`config.mk`:
```
export PLATFORM = sky130hd
export DESIGN_NAME = pc_next_unit_flat
export DESIGN_NICKNAME = d
export VERILOG_FILES = /design/src/rtl/mips_pkg.sv /design/src/rtl/pc_next_unit_if.sv /design/src/rtl/pc_flush_counter.sv /design/src/rtl/pc_next_unit.sv /design/src/flat_wrapper.sv
export SDC_FILE = /design/constraint.sdc
export NUM_CORES = 1
export LEC_CHECK = 0
export CAP_MARGIN = 20
export CORE_MARGIN = 2
export CORE_UTILIZATION = 43
export DETAILED_ROUTE_END_ITERATION = 10
export GPL_TIMING_DRIVEN = 0
export PLACE_DENSITY = 0.95
export SKIP_CTS_REPAIR_TIMING = 1
export SLEW_MARGIN = 15
export SYNTH_ARGS = -nofsm -noshare
export SYNTH_HDL_FRONTEND = slang
export SYNTH_HIERARCHICAL = 1
export SYNTH_SLANG_ARGS = --single-unit
```
`constraint.sdc`:
```
create_clock -name clk -period 3.5 [get_ports clk]
set_input_delay 0.7 -clock clk [delete_from_list [all_inputs] [get_ports clk]]
set_output_delay 0.7 -clock clk [all_outputs]
set_load 0.02 [all_outputs]
```
`src/rtl/mips_pkg.sv`:
```
// Shared definitions for the PC-next slice.
// Contents: FSM state encoding, sequential PC step and jump-address formation.
package mips_pkg;

  typedef enum logic [1:0] {
    BOOT     = 2'd0,
    FETCH    = 2'd1,
    WAIT_MEM = 2'd2,
    REDIRECT = 2'd3
  } pcState_e;

  localparam logic [31:0] PC_STEP = 32'd4;

  // Region bits come from the EX instruction's PC+4; the index fills the word address.
  function automatic logic [31:0] jumpAddr(input logic [31:0] pcExPlus4,
                                           input logic [25:0] jumpIndex);
    return (pcExPlus4 & 32'hF000_0000) | {4'b0000, jumpIndex, 2'b00};
  endfunction

endpackage

```
`src/rtl/pc_next_unit_if.sv`:
```
// Bus between the PC-next unit and its surroundings.
// Carries EX-stage redirect inputs, the imem handshake and the fetch-side outputs.
interface pc_next_unit_if;
  logic        stall;
  logic        branch_eq;
  logic        branch_ne;
  logic        alu_zero;
  logic [31:0] branch_target;
  logic        jump;
  logic [25:0] jump_index;
  logic [31:0] pc_ex_plus4;
  logic        imem_ready;
  logic [31:0] pc;
  logic [31:0] pc_plus4;
  logic        pc_valid;
  logic        flush;
  logic        addr_err;

  modport master (
    input  stall, branch_eq, branch_ne, alu_zero, branch_target,
           jump, jump_index, pc_ex_plus4, imem_ready,
    output pc, pc_plus4, pc_valid, flush, addr_err
  );

  modport slave (
    output stall, branch_eq, branch_ne, alu_zero, branch_target,
           jump, jump_index, pc_ex_plus4, imem_ready,
    input  pc, pc_plus4, pc_valid, flush, addr_err
  );
endinterface

```
`src/rtl/pc_flush_counter.sv`:
```
// Flush pulse generator.
// A reload raises flush for FLUSH_CYCLES cycles; reloading mid-count restarts the window.
module pc_flush_counter #(
  parameter int FLUSH_CYCLES = 2
) (
  input  logic clk,
  input  logic rst_n,
  input  logic load,
  output logic flush,
  output logic expiring
);

  logic [2:0] cnt_r;
  logic       flush_r;

  // Reload on redirect, otherwise count down; flush drops together with the last count.
  always_ff @(posedge clk or negedge rst_n) begin
    if (!rst_n) begin
      cnt_r   <= 3'd0;
      flush_r <= 1'b0;
    end else if (load) begin
      cnt_r   <= 3'(FLUSH_CYCLES);
      flush_r <= 1'b1;
    end else if (cnt_r != 3'd0) begin
      cnt_r   <= cnt_r - 3'd1;
      flush_r <= (cnt_r > 3'd1);
    end else begin
      cnt_r   <= cnt_r;
      flush_r <= 1'b0;
    end
  end

  assign flush    = flush_r;
  assign expiring = (cnt_r == 3'd1);

endmodule

```
`src/rtl/pc_next_unit.sv`:
```
// Program-counter stage: holds the fetch PC, selects the next PC and drives flush after redirects.
module pc_next_unit
  import mips_pkg::*;
#(
  parameter logic [31:0] RESET_VECTOR = 32'h0000_0000,
  parameter int          FLUSH_CYCLES = 2
) (
  input logic            clk,
  input logic            rst_n,
  pc_next_unit_if.master bus
);

  pcState_e    state_r;
  pcState_e    stateNext_s;
  logic [31:0] pc_r;
  logic [31:0] pcNext_s;
  logic [31:0] target_s;
  logic        pcValid_r;
  logic        addrErr_r;
  logic        addrErrNext_s;
  logic        taken_s;
  logic        redirect_s;
  logic        flush_s;
  logic        flushExpiring_s;

  // beq and bne both asserted is treated as taken if either term holds.
  assign taken_s    = (bus.branch_eq & bus.alu_zero) | (bus.branch_ne & ~bus.alu_zero);
  assign redirect_s = bus.jump | taken_s;
  assign target_s   = bus.jump ? jumpAddr(bus.pc_ex_plus4, bus.jump_index) : bus.branch_target;

  // Next-PC priority: jump > taken branch > stall > imem wait > sequential.
  always_comb begin
    stateNext_s   = state_r;
    pcNext_s      = pc_r;
    addrErrNext_s = 1'b0;
    if (redirect_s) begin
      pcNext_s      = {target_s[31:2], 2'b00};
      addrErrNext_s = (target_s[1:0] != 2'b00);
      stateNext_s   = REDIRECT;
    end else begin
      case (state_r)
        BOOT: begin
          stateNext_s = FETCH;
        end
        FETCH: begin
          if (bus.stall) begin
            stateNext_s = FETCH;
          end else if (!bus.imem_ready) begin
            stateNext_s = WAIT_MEM;
          end else begin
            pcNext_s    = pc_r + PC_STEP;
            stateNext_s = FETCH;
          end
        end
        WAIT_MEM: begin
          if (bus.stall) begin
            stateNext_s = WAIT_MEM;
          end else if (bus.imem_ready) begin
            pcNext_s    = pc_r + PC_STEP;
            stateNext_s = FETCH;
          end else begin
            stateNext_s = WAIT_MEM;
          end
        end
        REDIRECT: begin
          if (!bus.stall && bus.imem_ready) begin
            pcNext_s = pc_r + PC_STEP;
          end else begin
            pcNext_s = pc_r;
          end
          if (flushExpiring_s) begin
            stateNext_s = FETCH;
          end else begin
            stateNext_s = REDIRECT;
          end
        end
        default: begin
          stateNext_s = BOOT;
        end
      endcase
    end
  end

  // PC register, FSM state and registered status outputs.
  always_ff @(posedge clk or negedge rst_n) begin
    if (!rst_n) begin
      state_r   <= BOOT;
      pc_r      <= RESET_VECTOR;
      pcValid_r <= 1'b0;
      addrErr_r <= 1'b0;
    end else begin
      state_r   <= stateNext_s;
      pc_r      <= pcNext_s;
      pcValid_r <= 1'b1;
      addrErr_r <= addrErrNext_s;
    end
  end

  pc_flush_counter #(
    .FLUSH_CYCLES(FLUSH_CYCLES)
  ) u_flush (
    .clk     (clk),
    .rst_n   (rst_n),
    .load    (redirect_s),
    .flush   (flush_s),
    .expiring(flushExpiring_s)
  );

  assign bus.pc       = pc_r;
  assign bus.pc_plus4 = pc_r + PC_STEP;
  assign bus.pc_valid = pcValid_r;
  assign bus.flush    = flush_s;
  assign bus.addr_err = addrErr_r;

endmodule

```
`src/flat_wrapper.sv`:
```
// flat-port wrapper written by rule: the top's interface ports become plain ports
module pc_next_unit_flat import mips_pkg::*;
#(
  parameter logic [31:0] RESET_VECTOR = 32'h0000_0000,
  parameter int          FLUSH_CYCLES = 2
)
  (clk, rst_n, bus_stall, bus_branch_eq, bus_branch_ne, bus_alu_zero, bus_branch_target, bus_jump, bus_jump_index, bus_pc_ex_plus4, bus_imem_ready, bus_pc, bus_pc_plus4, bus_pc_valid, bus_flush, bus_addr_err);
  pc_next_unit_if bus_i ();
  input logic clk;
  input logic rst_n;
  input wire logic [$bits(bus_i.stall)-1:0] bus_stall;
  input wire logic [$bits(bus_i.branch_eq)-1:0] bus_branch_eq;
  input wire logic [$bits(bus_i.branch_ne)-1:0] bus_branch_ne;
  input wire logic [$bits(bus_i.alu_zero)-1:0] bus_alu_zero;
  input wire logic [$bits(bus_i.branch_target)-1:0] bus_branch_target;
  input wire logic [$bits(bus_i.jump)-1:0] bus_jump;
  input wire logic [$bits(bus_i.jump_index)-1:0] bus_jump_index;
  input wire logic [$bits(bus_i.pc_ex_plus4)-1:0] bus_pc_ex_plus4;
  input wire logic [$bits(bus_i.imem_ready)-1:0] bus_imem_ready;
  output wire logic [$bits(bus_i.pc)-1:0] bus_pc;
  output wire logic [$bits(bus_i.pc_plus4)-1:0] bus_pc_plus4;
  output wire logic [$bits(bus_i.pc_valid)-1:0] bus_pc_valid;
  output wire logic [$bits(bus_i.flush)-1:0] bus_flush;
  output wire logic [$bits(bus_i.addr_err)-1:0] bus_addr_err;
  assign bus_i.stall = bus_stall;
  assign bus_i.branch_eq = bus_branch_eq;
  assign bus_i.branch_ne = bus_branch_ne;
  assign bus_i.alu_zero = bus_alu_zero;
  assign bus_i.branch_target = bus_branch_target;
  assign bus_i.jump = bus_jump;
  assign bus_i.jump_index = bus_jump_index;
  assign bus_i.pc_ex_plus4 = bus_pc_ex_plus4;
  assign bus_i.imem_ready = bus_imem_ready;
  assign bus_pc = bus_i.pc;
  assign bus_pc_plus4 = bus_i.pc_plus4;
  assign bus_pc_valid = bus_i.pc_valid;
  assign bus_flush = bus_i.flush;
  assign bus_addr_err = bus_i.addr_err;
  pc_next_unit #(.RESET_VECTOR(RESET_VECTOR), .FLUSH_CYCLES(FLUSH_CYCLES)) u_core (.clk(clk), .rst_n(rst_n), .bus(bus_i));
endmodule
```
# [Word level (Yosys, flattened, before mapping)]
# Index checks and enable logic that the tools add are counted.
[word_totals] ff_bits=40 ramBits=0 mem_count=0 latchBits=0 in_bits=98 mem_bits_ro=0 output_inout_bits=67
[op_classes] multipliers=0 bitwise_logic=6 reduce_logical=9 add_sub_neg=2 n_mux=17 order_cmp=1 div_mod_pow=0 shifts=0 n_eq_ne=7
[ops] op="$mux W32" count=5
[ops] op="$pmux W32 S2" count=1
[ops] op="$add A32 B3 Y32 const B" count=1
[ops] op="$or A32 B28 Y32" count=1
[ops] op="$mux W2" count=5
[ops] op="$pmux W2 S4" count=1
[ops] op="$mux W3" count=2
[ops] op="$ne A3 B1 Y1 const B" count=2
[ops] op="$reduce_bool A3 Y1" count=2
[ops] op="$eq A2 B2 Y1 const B" count=2
[ops] op="$reduce_and A4 Y1" count=1
[ops] op="$reduce_bool A2 Y1" count=2
[ops] op="$eq A3 B1 Y1 const B" count=1
[ops] op="$gt A3 B1 Y1 const B" count=1
[ops] op="$mux W1" count=3
[ops] op="$ne A3 B2 Y1 const B" count=1
[ops] op="$sub A3 B1 Y3 const B" count=1
[ops] op="$and A1 B1 Y1" count=2
[ops] op="$eq A2 B1 Y1 const B" count=1
[ops] op="$logic_not A2 Y1" count=1
[ops] op="$or A1 B1 Y1" count=2
[ops] op="$reduce_or A2 Y1" count=1
[ops] op="$logic_and A1 B1 Y1" count=1
[ops] op="$logic_not A1 Y1" count=1
[ops] op="$not A1 Y1" count=1

# [Depth between registers and ports, before layout]
# Gate-level depths: netlist of the first run.
[logic_depth] depth_word=6 depth_mapped=8 ltp_nobuf=7

# [Cells and area by module]
# The synthesis of the first run kept the hierarchy.
[modules_own_cells] mod="pc_next_unit" cells_each=332 instances=1 area_per_inst_um2=2787.7
[modules_own_cells] mod="pc_flush_counter" cells_each=23 instances=1 area_per_inst_um2=240.2

# [Worst setup path before layout of the first run]
# Ideal clock, no wire load.
[synth_path] path_type="register to output" start="reg u_core.pc_r[3] (netlist: u_core/bus.pc[3])" end="out bus_pc_plus4[24]" t_arrival_ns=1.977 slack_ns=0.823 path_stages_with_launch=7 path_cell_list="dfrtp_1 ha_1 nand3_1 nor4_1 nand3_1 nor2_1 xor2_1"
[synth_between] elab_chain_len=1
[synth_lines] element="start: declaration" line="pc_next_unit.sv:15" source="logic [31:0] pc_r;"
[synth_lines] element="start signal: assignment" line="pc_next_unit.sv:93" source="pc_r <= pcNext_s;"
[synth_lines] element="$add A32 B3 Y32" line="pc_next_unit.sv:110" source="assign bus.pc_plus4 = pc_r + PC_STEP;"
[synth_lines] element="end: declaration" line="flat_wrapper.sv:21" source="output wire logic [$bits(bus_i.pc_plus4)-1:0] bus_pc_plus4;"
# No other way between the ends.

# [Worst setup path after layout of the first run]
[layout_path] start="reg u_core.pc_r[26] (netlist: u_core/bus.pc[26])" end="out bus_pc_plus4[31]"
# The elaborated chain is that of the path after synthesis.

==> impl_metrics.csv, run 1 <==
group,metric,value,unit
sta,slew_viol_final,0,
cts,cts_buffers,5,
global_route,grt_max_degree,22,
power_and_ir_drop,power,1.613,mW
floorplan,pin_count,165,
detailed_routing,ant_nets,0,
placement,place_congestion,0.8461,
detailed_routing,num_vias,3147,
critical_path,crit_type,"reg2out",
synth,avgSynthCellArea,8.529,um2
critical_path,r2r_setup_slack,1.10,ns
detailed_routing,wl_per_cell,16.04,um
synth,yosysTopAreaCell,"dfrtp_1",
placement,place_hpwl,7460,um
synth,synth_flop_cell,"dfrtp_1",
critical_path,critPathLaunchType,"flop",
floorplan,initial_utilization,44.57,%
global_route,grt_antenna_before_repair,0,
job,maxCapViolations,0,
critical_path,rr_endpoint,"u_core/bus.pc[29]",
cts,clock-sinks,38,
critical_path,r2r_cells,6,
synth,yosys_warnings,6,
cells_and_area,synthToLayoutAreaGrowth,54.42,%
sta,fmax,299.1,MHz
sta,hold_viol_final,0,
synth,yosysTopAreaCellShare,31.40,%
synth,syn_area,3028,um2
power_and_ir_drop,power_per_cell_area,345.0,nW/um2
synth,synth_area_leaders,"dfrtp_1 31%, xnor2_1 9.8%, a211oi_1 6.4%",
floorplan,core,6794,um2
placement,dp_cells,587,
cts,htree_num_levels,2,
sta,relSlewSlack,27.17,%
cells_and_area,nets,606,
cts,cts_tree,"yes",
global_route,grt_usage,24.48,%
critical_path,crit-reg2reg-launch,"u_core/bus.pc[4]",
cells_and_area,stdcell_area,4676,um2
synth,ys_types,46,
detailed_routing,drt-pass1-iter-count,4,
placement,placed_cell_area,4503,um2
global_route,grt_first_pass_wirelength,14660,um
critical_path,cp.arrival,2.64,ns
synth,synthArstFlopShare,100.0,%
synth,netlist_instances,355,
status,outcome,"finished, final reports clean",
sta,min_period,3.344,ns
synth,synth_edf_count,0,
cells_and_area,utilization,68.82,%
synth,yosysMostFrequentCell,"dfrtp_1",
sta,finalClockSkew,0.006943,ns
synth,synth_seq_cells,38,
cts,clkTransAtPathRegs,0.07,ns
power_and_ir_drop,p_leak,1.797,nW
critical_path,critPathMaxStageDelay,0.67,ns
cells_and_area,multi_input_comb_area,1961,um2
global_route,grt-ovfl-total,0,
critical_path,cp_max_fo,6,
floorplan,rows,30,
cts,cts_max_path_buffers,2,
critical_path,critPathRequiredTime,2.80,ns
critical_path,end_kind,"output pin",
cells_and_area,drive_gt1_share,9.381,%
synth,synthTopCellsByCount,"38 x dfrtp_1, 34 x xnor2_1, 30 x nor2b_1",
cells_and_area,fill_cells,558,
sta,fin_crit_sh,95.54,%
detailed_routing,drcViolationCount,0,
critical_path,crit_chain,"nand4_1, or2_2, or3_1, nor2_1, xor2_1, clkdlybuf4s50_1",
power_and_ir_drop,ir_worst_vdd,0.1963,mV
detailed_routing,routed_wl,9575,um
detailed_routing,drt_iter0_drc,171,
global_route,grt_pass1_vias,3067,
sta,setup_violations,0,
floorplan,die_h,87.92,um
cells_and_area,antenna_cells,0,
floorplan,die-area,7729,um2
cts,clk_latency,0.29,ns
cts,root_buffer,"clkbuf_8",
cells_and_area,fin_cells,597,
synth,yosysSeqAreaShare,31.40,%
cells_and_area,regArea,952.2,um2
floorplan,chipWidth,87.92,um
min_path,min_path_type,"in2async",
placement,portBuffers,132,
critical_path,crit_path_top_delay_cell,"clkdlybuf4s50_1",
sta,worstMarginPinSlew,1.082,ns
detailed_routing,routed_via_density,5.271,
## kinds of logic after synthesis
logic type,after synthesis,synth area share [%]
and+or+nand+nor,141,27.03
buffers and inverters,38,5.620
other,2,0.2480
adders and majority gates,8,3.306
DFF,38,31.40
xor gates and xnor gates,55,15.91
AOI/OAI and AO/OA,66,14.13
muxes,7,2.355
## metal layers
| metal | share of wire [%] | GRT usage, % |
|---|---|---|
| met4 | 1.4 | 7.552 |
| met3 | 7.5 | 5.278 |
| met5 | 0 | 0 |
| met2 | 50 | 43.04 |
| met1 | 41 | 29.94 |
## through the flow
| stage | hold WS, ns | worst slack [ns] | TNS [ns] |
|---|---|---|---|
| 5_1_grt | 0.3759 | -0.03819 | -0.04273 |
| 2_1_floorplan | 0.4044 | 0.8235 | 0 |
| 3_5_place_dp | 0.5502 | 0.06742 | 0 |
| 4_1_cts | 0.3669 | -0.2723 | -1.166 |
| 3_3_place_gp | 0.5250 | 0.1550 | 0 |
| 6_report | 0.3624 | 0.1561 | 0 |
## cell type report
type                       instances  area share (%)
multi-input combinational        282           41.93
timing repair buffer             137           29.38
sequential                        38           20.36
tap                               96           2.569
buffer                            22           2.355
clock buffer                       7           1.632
inverter                          14           1.124
clock inverter                     1          0.6422
## sequential cells by signal, indices dropped and copies added, names as in the netlist
register and cells:
u_core/bus.addr_err 1, u_core/u_flush/cnt_r 3, u_core/state_r 2, u_core/u_flush/flush 1
u_core/bus.pc 30, u_core/bus.pc_valid 1
## placed cells by master, fill, tap and decap left out, types with 2 or more instances in the layout
| cell | Yosys | layout |
|---|---|---|
| o21ai_0 | 7 | 7 |
| inv_1 | 14 | 14 |
| conb_1 | 2 | 5 |
| buf_4 | 4 | 7 |
| nand2_1 | 18 | 18 |
| nand3_1 | 13 | 12 |
| xor2_1 | 21 | 21 |
| or2_2 | 5 | 5 |
| nor4_4 | 2 | 3 |
| clkbuf_1 | 14 | 14 |
| buf_2 | 4 | 5 |
| a21oi_1 | 22 | 22 |
| dfrtp_1 | 38 | 37 |
| xnor2_1 | 34 | 34 |
| nand3_2 | 1 | 2 |
| a211oi_1 | 26 | 26 |
| mux2i_1 | 6 | 6 |
| or3_1 | 2 | 2 |
| clkdlybuf4s50_1 | 0 | 130 |
| nor2_1 | 28 | 27 |
| clkbuf_8 | 0 | 5 |
| a21oi_2 | 5 | 5 |
| ha_1 | 8 | 7 |
| nand2b_1 | 2 | 2 |
| a31oi_1 | 2 | 2 |
| nor3_2 | 2 | 2 |
| nand4_1 | 11 | 11 |
| nor3_1 | 8 | 7 |
| nor4_1 | 8 | 6 |
| nor2b_1 | 30 | 30 |
## worst max path at each step
stage / startpoint / to / slack, ns / cells past startpoint
finish: u_core/bus.pc[26] / bus_pc_plus4[31] / 0.16 / 6
global route: u_core/bus.pc[16] / bus_pc_plus4[23] / -0.04 / 6
CTS: u_core/bus.pc[2] / bus_pc_plus4[22] / -0.27 / 7
detailed placement: u_core/bus.pc[2] / bus_pc_plus4[22] / 0.07 / 7
global placement: u_core/bus.pc[2] / bus_pc_plus4[22] / 0.16 / 7
floorplan: u_core/bus.pc[3] / bus_pc_plus4[24] / 0.82 / 6
## report_power, final
part	total [mW]	switching, mW	internal, mW	leakage, nW
Clock	0.368	0.154	0.213	0.0524
Combinational	0.683	0.342	0.341	1.31
Sequential	0.563	0.0762	0.487	0.436
## worst max-delay path: cells and delay by family, from the launching register on
family | cells | cell delay, ns
XOR/XNOR | 1 | 0.16
buffers and inverters | 1 | 0.67
flip-flops | 1 | 0.47
AND/OR/NAND/NOR | 4 | 1.05
No activity file was read; power rests on OpenSTA's default activity.
==> run 2, diff against run 1 <==
- CORE_ASPECT_RATIO: not set -> 1.25
==> run 2 against run 1 <==
Net effect:
- combinational power about the same
- die area about the same
- core utilization down 1.1 points
- critical endpoint is now bus_pc_plus4[29]
- register-to-register slack better by 0.06 ns
- setup slack worse by 0.15 ns
- largest cell class unchanged
==> impl_metrics.csv, run 2 (same netlist as run 1, synthesis figures left out) <==
group,metric,value,unit
cts,cts_max_path_buffers,2,
detailed_routing,num_vias,3219,
cts,root_buffer,"clkbuf_8",
detailed_routing,wl_per_cell,16.56,um
cells_and_area,final_cell_mix,"130 x clkdlybuf4s50_1, 38 x dfrtp_1, 34 x xnor2_1, 30 x nor2b_1, 27 x nor2_1",
sta,tns,0,ns
critical_path,cp.arrival,2.79,ns
detailed_routing,drt_iter0_drc,200,
cells_and_area,antenna_cells,0,
power_and_ir_drop,p_seq_share,36.5,%
detailed_routing,drt-pass1-iter-count,5,
sta,holdWs,0.3759,ns
floorplan,rows,34,
global_route,grt-ovfl-total,0,
critical_path,cp_max_fo,8,
floorplan,chipWidth,79.06,um
cts,clk_latency,0.30,ns
min_path,min_path_type,"in2async",
cells_and_area,drive_gt1_share,10.12,%
power_and_ir_drop,p_sw,0.5846,mW
cts,cts_buffers,5,
cts,clkTransAtPathRegs,0.08,ns
status,outcome,"finished, final reports clean",
cts,clock-sinks,38,
floorplan,initial_utilization,43.94,%
detailed_routing,routed_wl,9834,um
power_and_ir_drop,comb_power_share,44.2,%
floorplan,die_h,97.82,um
critical_path,critPathLaunchType,"flop",
power_and_ir_drop,p_leak,1.808,nW
placement,portBuffers,132,
cells_and_area,largest_reg_flops,30,
cells_and_area,layout_commonest_cell,"clkdlybuf4s50_1",
cts,cts_tree,"yes",
critical_path,crit_buf_inv,2,
placement,pre_cts_slack,0.1419,ns
sta,relSlewSlack,60.25,%
power_and_ir_drop,p_int,0.9632,mW
sta,min_period,3.493,ns
job,maxCapViolations,0,
power_and_ir_drop,p_clk_share,19.3,%
power_and_ir_drop,power_per_cell_area,331.6,nW/um2
sta,setup_violations,0,
sta,finalClockSkew,0.01190,ns
critical_path,crit_type,"reg2out",
placement,place_hpwl,7537,um
detailed_routing,routed_via_density,5.419,
critical_path,crit_path_top_delay_cell,"clkdlybuf4s50_1",
global_route,grt_antenna_before_repair,0,
critical_path,critPathRequiredTime,2.80,ns
detailed_routing,drcViolationCount,0,
detailed_routing,ant_nets,0,
critical_path,critPathMaxStageDelay,0.62,ns
sta,fin_crit_sh,99.81,%
power_and_ir_drop,ir_worst_vdd,0.2163,mV
sta,hold_viol_final,0,
power_and_ir_drop,swShare,37.77,%
sta,slew_viol_final,0,
critical_path,cp_top_family,"simple AND/OR/NAND/NOR gates",
critical_path,end_kind,"output pin",
global_route,grt_max_degree,21,
floorplan,pin_count,165,
critical_path,crit_chain,"nand4_1, buf_4, nor4_1, nand2_1, xnor2_1, clkdlybuf4s50_1",
sta,setup_ws,0.006554,ns
global_route,grt_usage,25.27,%
cells_and_area,nets,610,
floorplan,die-area,7733,um2
global_route,grt_pass1_vias,3308,
cells_and_area,synthToLayoutAreaGrowth,54.13,%
global_route,grt_first_pass_wirelength,15750,um
power_and_ir_drop,power,1.548,mW
floorplan,core,6892,um2
sta,worstMarginPinSlew,0.5963,ns
placement,place_congestion,0.9237,
sta,fmax,286.3,MHz
cts,htree_num_levels,2,
cells_and_area,utilization,67.72,%
==> run 2: cell types whose count changed in the layout (fill, tap and decap cells not counted) <==
| cell | previous run | this run |
|---|---|---|
| buf_2 | 5 | 6 |
| buf_4 | 7 | 10 |
| bufinv_16 | 1 | 0 |
| clkbuf_1 | 14 | 12 |
| clkinv_2 | 0 | 2 |
| dfrtp_1 | 37 | 38 |
| dfrtp_2 | 1 | 0 |
==> run 2: area by class of cell <==
cell class                      instances  area [um2]
Sequential cell                        38       950.9
Buffer                                 22       110.1
Tap cell                               90       112.6
Inverter                               14       52.55
Fill cell                             586        2225
Multi-Input combinational cell        282        1961
Clock buffer                            5       68.82
Clock inverter                          2       10.01
Timing Repair Buffer                  141        1401
==> run 2: power groups by stage <==
stage	Sequential, mW	Clock (mW)	Combinational, mW
after floorplan	0.606	0	0.297
after global placement	0.562	0	0.661
after detailed placement	0.565	0	0.679
after CTS	0.557	0.300	0.683
after global routing	0.575	0.317	0.729
final	0.565	0.298	0.684
==> run 2: worst paths after layout <==
path	from	endpoint	slack [ns]	depth (start not counted)
worst min register to register	u_core/u_flush/cnt_r[2]	u_core/u_flush/flush	0.58	2
worst max register to register	u_core/bus.pc[10]	u_core/bus.pc[26]	1.16	7
worst min-delay path	rst_n	u_core/bus.pc[20]	0.38	1
worst max-delay path	u_core/bus.pc[18]	bus_pc_plus4[29]	0.007	6
min in group clk	u_core/u_flush/cnt_r[2]	u_core/u_flush/flush	0.58	2
max in group asynchronous	rst_n	u_core/bus.pc[6]	2.63	2
==> run 2: routing by layer <==
metal / routed length (um) / GRT usage, % / share of wire [%] / vias to the layer above
li1: - / - / - / 1522
met1: 3803 / 28.93 / 39 / 1530
met2: 5220 / 46.48 / 53 / 146
met3: 626 / 4.344 / 6.4 / 21
met4: 184 / 8.886 / 1.9 / 0
met5: 0 / 0 / 0 / -
==> run 2: through the flow <==
stage / cells / cell area (um2)
after global routing: 594 / 4667
final: 594 / 4667
after global placement: 580 / 4473
after CTS: 589 / 4579
after floorplan: 358 / 3039
after detailed placement: 582 / 4501
